==> config.mk <==
export PLATFORM = sky130hd
export DESIGN_NAME = ssd_bin_to_bcd
export DESIGN_NICKNAME = d
export VERILOG_FILES = /design/src/rtl/ssd_bin_to_bcd.sv
export SDC_FILE = /design/constraint.sdc
export NUM_CORES = 1
export LEC_CHECK = 0
export BUFFER_PORTS_ARGS = -buffer_cell sky130_fd_sc_hd__buf_2
export CAP_MARGIN = 20
export CORE_AREA = 2 2 86 88
export CTS_CLUSTER_SIZE = 14
export DETAILED_ROUTE_END_ITERATION = 6
export DIE_AREA = 0 0 88 90
export HOLD_SLACK_MARGIN = 0.06
export PLACE_DENSITY = 0.64
export REMOVE_ABC_BUFFERS = 1
export SYNTH_ARGS = -nofsm -noshare
export SYNTH_HDL_FRONTEND = slang
export SYNTH_SLANG_ARGS = --single-unit
==> constraint.sdc <==
create_clock -name clk -period 2.2 [get_ports clk]
set_clock_uncertainty 0.1 [all_clocks]
set_input_delay 0.11 -clock clk [delete_from_list [all_inputs] [get_ports clk]]
set_output_delay 0.11 -clock clk [all_outputs]
set_load 0.05 [all_outputs]
==> src/rtl/ssd_bin_to_bcd.sv <==
// Sequential double-dabble converter: binary SSD value -> packed BCD digits.
// One input bit is consumed per cycle. A guard digit above the displayed
// digits detects overflow, and an overflowing result saturates to all nines.
module ssd_bin_to_bcd #(
    parameter int unsigned BIN_W  = 13,
    parameter int unsigned DIGITS = 4
) (
    input  logic                  clk,
    input  logic                  rst_n,
    input  logic                  start_i,
    input  logic [BIN_W-1:0]      bin_i,
    output logic                  ready_o,
    output logic                  done_o,
    output logic [4*DIGITS-1:0]   bcd_o,
    output logic                  ovf_o
);

    localparam int unsigned BCD_W = 4 * DIGITS;
    localparam int unsigned SCR_W = BCD_W + 4;
    localparam int unsigned CNT_W = (BIN_W > 1) ? $clog2(BIN_W) : 1;

    typedef enum logic [1:0] {
        IDLE  = 2'd0,
        SHIFT = 2'd1,
        DONE  = 2'd2
    } state_t;

    state_t             state_q, state_d;
    logic [BIN_W-1:0]   bin_q, bin_d;
    logic [SCR_W-1:0]   scr_q, scr_d;
    logic [CNT_W-1:0]   cnt_q, cnt_d;
    logic [SCR_W-1:0]   adj;
    logic               ready_d;
    logic               done_d;
    logic [BCD_W-1:0]   bcd_d;
    logic               ovf_d;

    // Add 3 to every scratch digit that is 5 or more, ahead of the shift
    function automatic logic [SCR_W-1:0] dabble(input logic [SCR_W-1:0] s);
        logic [SCR_W-1:0] r;
        r = s;
        for (int unsigned i = 0; i < SCR_W / 4; i++) begin
            if (r[4*i +: 4] >= 4'd5) begin
                r[4*i +: 4] = r[4*i +: 4] + 4'd3;
            end
        end
        return r;
    endfunction

    // Next-state, datapath and next-output logic
    always_comb begin
        state_d = state_q;
        bin_d   = bin_q;
        scr_d   = scr_q;
        cnt_d   = cnt_q;
        done_d  = 1'b0;
        bcd_d   = bcd_o;
        ovf_d   = ovf_o;
        ready_d = 1'b0;
        adj     = dabble(scr_q);

        case (state_q)
            IDLE: begin
                if (start_i) begin
                    bin_d   = bin_i;
                    scr_d   = '0;
                    cnt_d   = CNT_W'(BIN_W - 1);
                    state_d = SHIFT;
                end
            end
            SHIFT: begin
                scr_d = {adj[SCR_W-2:0], bin_q[BIN_W-1]};
                bin_d = {bin_q[BIN_W-2:0], 1'b0};
                if (cnt_q == '0) begin
                    state_d = DONE;
                end else begin
                    cnt_d = cnt_q - CNT_W'(1);
                end
            end
            DONE: begin
                done_d  = 1'b1;
                state_d = IDLE;
                if (scr_q[SCR_W-1 -: 4] != 4'd0) begin
                    ovf_d = 1'b1;
                    bcd_d = {DIGITS{4'h9}};
                end else begin
                    ovf_d = 1'b0;
                    bcd_d = scr_q[BCD_W-1:0];
                end
            end
            default: begin
                state_d = IDLE;
            end
        endcase

        ready_d = (state_d == IDLE);
    end

    // State, datapath and output registers
    always_ff @(posedge clk or negedge rst_n) begin
        if (!rst_n) begin
            state_q <= IDLE;
            bin_q   <= '0;
            scr_q   <= '0;
            cnt_q   <= '0;
            ready_o <= 1'b1;
            done_o  <= 1'b0;
            bcd_o   <= '0;
            ovf_o   <= 1'b0;
        end else begin
            state_q <= state_d;
            bin_q   <= bin_d;
            scr_q   <= scr_d;
            cnt_q   <= cnt_d;
            ready_o <= ready_d;
            done_o  <= done_d;
            bcd_o   <= bcd_d;
            ovf_o   <= ovf_d;
        end
    end

endmodule

=== Word level (Yosys, flattened, before mapping) ===
Cells that the tools add are included.

* Register bits after elaboration: 58
* Input port bits: 16

* $add $sub $neg: 6
* Order comparisons: 5
* Equality and inequality tests: 4
* Multiplexer cells: 18
* Reduce and logical (&&, ||, !) cells: 7

{| class="wikitable"
|+ Operators by type and width
! operator !! number
|-
| $pmux 20 s2 || 1
|-
| $pmux 13 s2 || 1
|-
| $mux 4 || 6
|-
| $ge 4x3->1 const B || 5
|-
| $mux 20 || 1
|-
| $add 4x2->4 const B || 4
|-
| $mux 16 || 1
|-
| $mux 13 || 1
|-
| $pmux 4 s2 || 1
|-
| $logic_not 2->1 || 2
|-
| $logic_not 4->1 || 1
|-
| $mux 2 || 2
|-
| $ne 2x2->1 const B || 2
|-
| $pmux 2 s2 || 1
|-
| $reduce_bool 4->1 || 1
|-
| $sub 4x1->4 const B || 1
|-
| $add 3x2->3 const B || 1
|-
| $mux 3 || 1
|-
| $reduce_and 3->1 || 1
|-
| $eq 2x1->1 const B || 1
|-
| $eq 2x2->1 const B || 1
|-
| $mux 1 || 2
|-
| $reduce_and 2->1 || 1
|-
| $reduce_bool 2->1 || 1
|}

=== Logic depth before layout (Yosys ltp) ===
Gate-level depths: netlist of the first run.

* Depth after elaboration: 4
* Mapped depth: 7
* Gate-level depth less buffers: 6

=== Worst setup path before layout of the first run ===
Ideal clock, no wire load.

* Path kind: reg-to-reg
* From: register scr_q[0]
* To: register scr_q[2]
* Setup time: 0.126 ns
* Arrival: 1.307 ns
* Path slack: 0.667 ns
* Stages on the path, launching flop included: 7
* Path buffers: 0
* Cells stage by stage: dfrtp_1 -> inv_1 -> ha_1 -> nand2b_1 -> a21oi_1 -> nor3_1 -> a221o_1

* Cells in the longest elaborated chain, start to end: 3
* Elaborated cells on any way between the ends: 4

{| class="wikitable"
|+ Ends and longest elaborated chain
! what !! line !! RTL
|-
| from (decl) || 30 || <nowiki>logic [SCR_W-1:0] scr_q, scr_d;</nowiki>
|-
| from (signal assigned) || 113 || <nowiki>scr_q <= scr_d;</nowiki>
|-
| $add 4x2->4 / $ge 4x3->1 (equally long branches) || 44, 43 ||
|-
| $mux 4 * || 43 || <nowiki>if (r[4*i +: 4] >= 4'd5) begin</nowiki>
|-
| $pmux 20 s2 * || 62 || <nowiki>case (state_q)</nowiki>
|}

Every way passes the cells marked *; elsewhere a longest branch is shown, timed or not.
A chain may end at the register's enable or synchronous reset.

=== Final worst setup path of the first run ===
Ends and elaborated chain as after synthesis.

==> run metrics, run 1 <==
outcome finished clean; # rows 31; Critical Path Max Stage Delay 390 ps; final worst slack 486.1 ps; vias in the first global route about 2000; Net Sw Power 2.101 mW; cell count after synthesis 264; startpoint class of the critical path flop; vias per std cell 4.976; worst setup path start scr_q[0]; Area Growth Syn to Fin 21.09%; first-pass GRT wire length 9.528 mm; Tot GR Track Use 15.62%; crit path capture scr_q[2]; Gate power share 44.8%; Slew Viols, Final 0; Clk pwr share 17.2%; Die Y approximately 90 um; Int Power about 2.7 mW; sequential fraction of the synthesis area 53.45%; Mapped Avg Cell Area 10.29 um2; Post-synth EDFFs 0; worst path cell trace inv_1 > ha_1 > nand2b_1 > a21oi_1 > nor3_1 > a221o_1; WP data required between 2000 and 2500 ps; Overflow after GRT 0; RSZ-0062 raised after global routing false; cell taking the most area after synthesis dfrtp_1; register bit count reported by yosys 58; Buffers & Inverters on Critical Path 1; CTS Buffer Depth 2; critical path arrival around 1800 ps; post_cts resized 0; largest net degree at the start of global routing 29; filler instances 664; worst-skew pair later-pin latency 330 ps; gpl congestion 0.7873; DIE WIDTH 88 um; initial antenna violation count 0; Ports 35; Ys Warns 0; H-tree Lvls 3; CTS Buf Count 9; TNS Setup 0 ps; commonest non-fill, non-tap cell in the layout dfrtp_1; initial DRC count 75; Least-Margin Pin Slew 615.3 ps; Top delay family on crit path compound AO/OA/AOI/OAI gates; Routed WL 5.594 mm; crit share post-route 77.91%; hpwl dp 3.756 mm; relative slew slack between 50 and 60%; Most used DFF post-synth dfrtp_1; Wirelength per Cell 13.22 um; total number of vias between 2000 and 2500; R2R setup slack 490 ps; Cell Area, Synth 2718 um2; r2r endpoint scr_q[2]; largest fanout on the critical path 4; post-CTS setup buffer count 0; sw frac 43.57%; Post-synth ARST share between 90% and 100%; dpl ws 534.3 ps; Sequential Power Share 38.0%; Port Buffers 34; top cell type's share of synthesized area 52.49%; Post-DRT Antenna Nets 0; layout cells sized above 1 20.06%; Final #Nets 347; crit path kind flop to flop; final hold vios 0; # setup viols final 0; Tot Pwr 4.823 mW; Reg clk slew, reported paths 60 ps; most frequent cells in the layout 57 x dfrtp_1, 34 x buf_2, 32 x nand2_1, 32 x o21ai_0, 14 x nor2_1; Clock Tree Root clkbuf_8; core area between 7000 and 8000 um2; DR DRC count 0; drt first pass iters 4; Hold WC Path Type input port to flop; Levels on crit path 6; Initial Util 38.71%; WHS 102.2 ps; PwrDens 1466 nW/um2; FMAX 583.5 MHz; Worst Reg-to-Reg Cells 6; largest cells by area after synthesis dfrtp_1 52%, o21ai_0 5.9%, ha_1 5.5%; MaxCap Viol Count 0; synth unique cells 34; Sink Count 58; Worst R2R Start scr_q[0]; leak pwr 1.535 nW; full die area roughly 7900 um2; Peak supply drop just under 0.6 mV; CTS tree done; CP max-delay cell dfrtp_1; Crit. End Element flop; ANT cells 0; final worst path period need 1714 ps
cell families (layout without fill, tap and decap cells):
logic type	Yosys count	count (layout)	synth area share (%)
AND/OR/NAND/NOR	81	81	14.41
AO/OA/AOI/OAI	76	76	17.86
flip-flops	58	58	53.45
buffers and inverters	27	87	5.479
adder cells (fa/ha/maj)	12	12	5.525
XOR/XNOR	9	9	2.901
multiplexers	1	1	0.3683
timing repair:
| item | CTS | global route |
|---|---|---|
| setup endpoints to repair | 0 | 0 |
| hold endpoints to repair | 37 | 0 |
| hold buffers | 13 | 0 |
tightest hold or removal path, stage by stage:
cell and delay, ps:
buf_2 110, o21bai_2 60, buf_4 210
cell usage after synthesis (5+ instances only):
master	instances
a21oi_1	12
a221o_1	5
a22o_1	5
a22oi_1	12
buf_2	6
dfrtp_1	57
ha_1	12
inv_1	12
nand2_1	32
nand2b_1	8
nand3_1	7
nor2_1	14
nor3_1	10
o21ai_0	32
xnor2_1	6
per-stage QoR:
step	cells	cell area [um2]	utilization (%)
3_5_place_dp	394	2997	42.68
5_1_grt	423	3291	46.87
2_1_floorplan	250	2620	-
6_report	423	3291	46.87
4_1_cts	423	3291	46.87
3_3_place_gp	394	2997	42.68
area by class of cell:
cell class / count / area, um2 / area share, %
Timing Repair Buffer: 58 / 382.9 / 11.63
Multi-Input combinational cell: 179 / 1116 / 33.92
Clock buffer: 13 / 148.9 / 4.525
Tap cell: 99 / 123.9 / 3.764
Clock inverter: 3 / 15.01 / 0.4563
Sequential cell: 58 / 1453 / 44.14
Inverter: 13 / 51.30 / 1.559
worst min-delay path by stage:
stage	from	to	slack (ps)	depth (start not counted)
after CTS	start_i	ready_o	80	3
after floorplan	rst_n	bcd_o[0]	-290	0
after detailed placement	rst_n	done_o	60	1
final	start_i	ready_o	100	3
after global routing	start_i	ready_o	110	3
after global placement	rst_n	scr_q[7]	60	1
per-layer routing:
metal / share of wire [%] / vias up / GRT usage, %
li1: - / 1031 / -
met4: 1.2 / 0 / 5.000
met5: 0 / - / 0
met3: 4.6 / 6 / 5.234
met2: 49 / 45 / 25.44
met1: 45 / 1023 / 19.32
state kept, by name, summed over array words and instances, names as in the netlist:
name     flops
bcd_o       16
scr_q       20
bin_q       13
state_q      2
ovf_o        1
cnt_q        4
ready_o      1
done_o       1
power groups by stage:
stage | Clock [mW] | Sequential, mW | Combinational [mW]
CTS | 0.856 | 1.84 | 2.18
detailed placement | 0 | 1.85 | 2.16
finish | 0.829 | 1.83 | 2.16
global placement | 0 | 1.84 | 2.12
floorplan | 0 | 2.30 | 1.11
global route | 0.908 | 1.90 | 2.40
(Power assumes the default switching activity.)
==> run 2, diff against run 1 <==
==> constraint.sdc (replaced) <==
create_clock -name clk -period 1.6 [get_ports clk]
set_clock_uncertainty 0.1 [all_clocks]
set_input_delay 0.08 -clock clk [delete_from_list [all_inputs] [get_ports clk]]
set_output_delay 0.08 -clock clk [all_outputs]
set_load 0.05 [all_outputs]
==> run 2 against run 1 <==
Compared with the run above:
- design area up 9.6%
- clock power up 64%
- worst setup slack worse by 440 ps
- maximum frequency up 10%
- register-to-register slack worse by 440 ps
- sequential power up 39%
- combinational power up 69%
- cell count up 5.7%
- first-iteration DRC count up 130%
- sequential share of layout area down 3.9 points
- non-clock buffer count up 24
- largest power group unchanged
==> run metrics, run 2 (synthesized netlist as in run 1, its figures left out) <==
vias per std cell 4.888 (was 4.976); DP Cell Count 408 (was 394); core area 7020 um2 (unchanged); Reg clk slew, reported paths 60 ps (about the same); worst-skew pair later-pin latency 340 ps (was 330 ps); initial DRC count 170 (was 75); DR DRC count 0 (unchanged); vias in the first global route 2234 (was 2045); Tot GR Track Use 16.33% (was 15.62%); drt first pass iters 4 (unchanged); CTS Buf Count 9 (unchanged); Wirelength per Cell 13.36 um (was 13.22 um); Largest register FFs 20 (unchanged); Routed WL 5.974 mm (was 5.594 mm); Worst Reg-to-Reg Cells 6 (unchanged); FMAX 643.8 MHz (was 583.5 MHz); Port Buffers 34 (unchanged); r2r endpoint cnt_q[3] (was scr_q[2]); Slew Viols, Final 0 (unchanged); Die Y 90 um (unchanged); relative slew slack 78.68% (was 58.98%); DIE WIDTH 88 um (unchanged); commonest non-fill, non-tap cell in the layout dfrtp_1 (unchanged); Ports 35 (unchanged); Tot Pwr 7.560 mW (was 4.823 mW); Worst R2R Start cnt_q[1] (was scr_q[0]); final hold vios 0 (unchanged); Reg with most FFs scr_q (unchanged); R2R setup slack 50 ps (was 490 ps); CTS tree done (unchanged); RSZ-0062 raised after global routing true (was false); largest net degree at the start of global routing 59 (was 29); layout cells sized above 1 29.31% (was 20.06%); CP max-delay cell dfrtp_1 (unchanged); Post-DRT Antenna Nets 0 (unchanged); ANT cells 0 (unchanged); WHS Endpoint bin_q[11] (was ready_o); final worst path period need 1553 ps (was 1714 ps); filler instances 644 (was 664); Sink Count 58 (unchanged); leading registers by flop count scr_q x20, bcd_o x16, bin_q x13 (unchanged); hpwl dp 3.777 mm (was 3.756 mm); Overflow after GRT 0 (unchanged); critical path arrival 1670 ps (was 1830 ps); min-delay src bin_i[11] (was start_i); full die area 7920 um2 (unchanged); Worst Hold Path Cells 4 (was 3); Clock Tree Root clkbuf_8 (unchanged); crit share post-route 97.07% (was 77.91%); Crit. End Element flop (unchanged); PwrDens 2096 nW/um2 (was 1466 nW/um2); WP data required 1710 ps (was 2320 ps); Area Growth Syn to Fin 32.73% (was 21.09%); leak pwr 1.676 nW (was 1.535 nW); Least-Margin Pin Slew 319.8 ps (was 615.3 ps); total number of vias 2185 (was 2105); CTS Buffer Depth 2 (unchanged); initial antenna violation count 0 (unchanged); first-pass GRT wire length 10.09 mm (was 9.528 mm); worst path cell trace inv_1 > ha_2 > or3b_4 > nand2_4 > nor4_4 > mux2i_1 (was inv_1 > ha_1 > nand2b_1 > a21oi_1 > nor3_1 > a221o_1); outcome finished clean (unchanged); most frequent cells in the layout 57 x dfrtp_1, 34 x buf_2, 32 x nand2_1 (was 57 x dfrtp_1, 34 x buf_2, 32 x nand2_1, 32 x o21ai_0, 14 x nor2_1); H-tree Lvls 3 (unchanged); # setup viols final 0 (unchanged); Critical Path Max Stage Delay 420 ps (was 390 ps); gpl congestion 0.7740 (was 0.7873); MaxCap Viol Count 0 (unchanged); largest fanout on the critical path 6 (was 4); Final #Nets 371 (was 347); TNS Setup 0 ps (unchanged); Initial Util 38.71% (unchanged); # rows 31 (unchanged); Hold WC Path Type input port to flop (unchanged); crit path kind flop to flop (unchanged); startpoint class of the critical path flop (unchanged); post-route insts no fill 447 (was 423); Peak supply drop 0.8601 mV (was 0.5901 mV)
[run 2: cell count changes in the layout (fill, tap and decap cells not counted), moves of 2 or more]
cell,before,now
ha_2,0,3
clkinv_2,3,1
buf_12,0,3
a21oi_2,0,5
buf_4,11,31
a21oi_1,12,7
ha_1,12,8
inv_2,0,3
inv_1,12,9
[run 2: worst max-delay path: cells and delay by family (launching register included)]
family	cells	cell delay [ps]
simple gates	3	540
flops	1	420
fa+ha+maj	1	170
mux	1	120
buf+inv	1	80
[run 2: metrics by stage]
| stage | area (um2) | utilization, % | worst slack (ps) | hold slack [ps] |
|---|---|---|---|---|
| floorplan | 2620 | - | -156.5 | -315.6 |
| global placement | 3139 | 44.72 | 6.420 | 11.47 |
| detailed placement | 3139 | 44.72 | -12.31 | 7.690 |
| CTS | 3492 | 49.74 | 9.652 | 68.92 |
| global route | 3607 | 51.38 | -41.47 | 156.6 |
| finish | 3607 | 51.38 | 46.80 | 83.20 |
[run 2: worst max path at each step]
| stage | to | start | slack, ps | depth (start not counted) |
|---|---|---|---|---|
| 2_1_floorplan | cnt_q[3] | state_q[0] | -160 | 4 |
| 3_3_place_gp | scr_q[18] | scr_q[16] | 6 | 6 |
| 3_5_place_dp | scr_q[6] | scr_q[5] | -10 | 6 |
| 4_1_cts | scr_q[1] | scr_q[1] | 10 | 7 |
| 5_1_grt | cnt_q[3] | cnt_q[1] | -40 | 6 |
| 6_report | cnt_q[3] | cnt_q[1] | 50 | 6 |
[run 2: power breakdown]
part | total [mW] | switching [mW] | internal [mW]
sequential | 2.55 | 0.479 | 2.07
clock | 1.36 | 0.555 | 0.804
combinational | 3.65 | 2.09 | 1.57
[run 2: layout make-up]
cell class / instances / area [um2] / share of cell area (%)
Timing Repair Buffer: 82 / 603.1 / 16.72
Clock inverter: 2 / 35.03 / 0.9712
Tap cell: 99 / 123.9 / 3.434
Sequential cell: 58 / 1453 / 40.27
Inverter: 13 / 51.30 / 1.422
Clock buffer: 14 / 162.7 / 4.509
Multi-Input combinational cell: 179 / 1179 / 32.67
[run 2: repair_timing]
action	4_1_cts	5_1_grt
hold buffers	14	0
gates resized for setup	4	14
endpoints found under the setup margin	5	9
cloned	0	0
endpoints found under the hold margin	71	0
pin swaps	0	7
buffers inserted	0	9
[run 2: layer usage]
layer,up-vias,wire length (um),GRT usage [%]
li1,1087,-,-
met1,1043,2664,20.47
met2,43,2934,25.57
met3,12,235,5.234
met4,0,139,7.051
met5,-,0,0
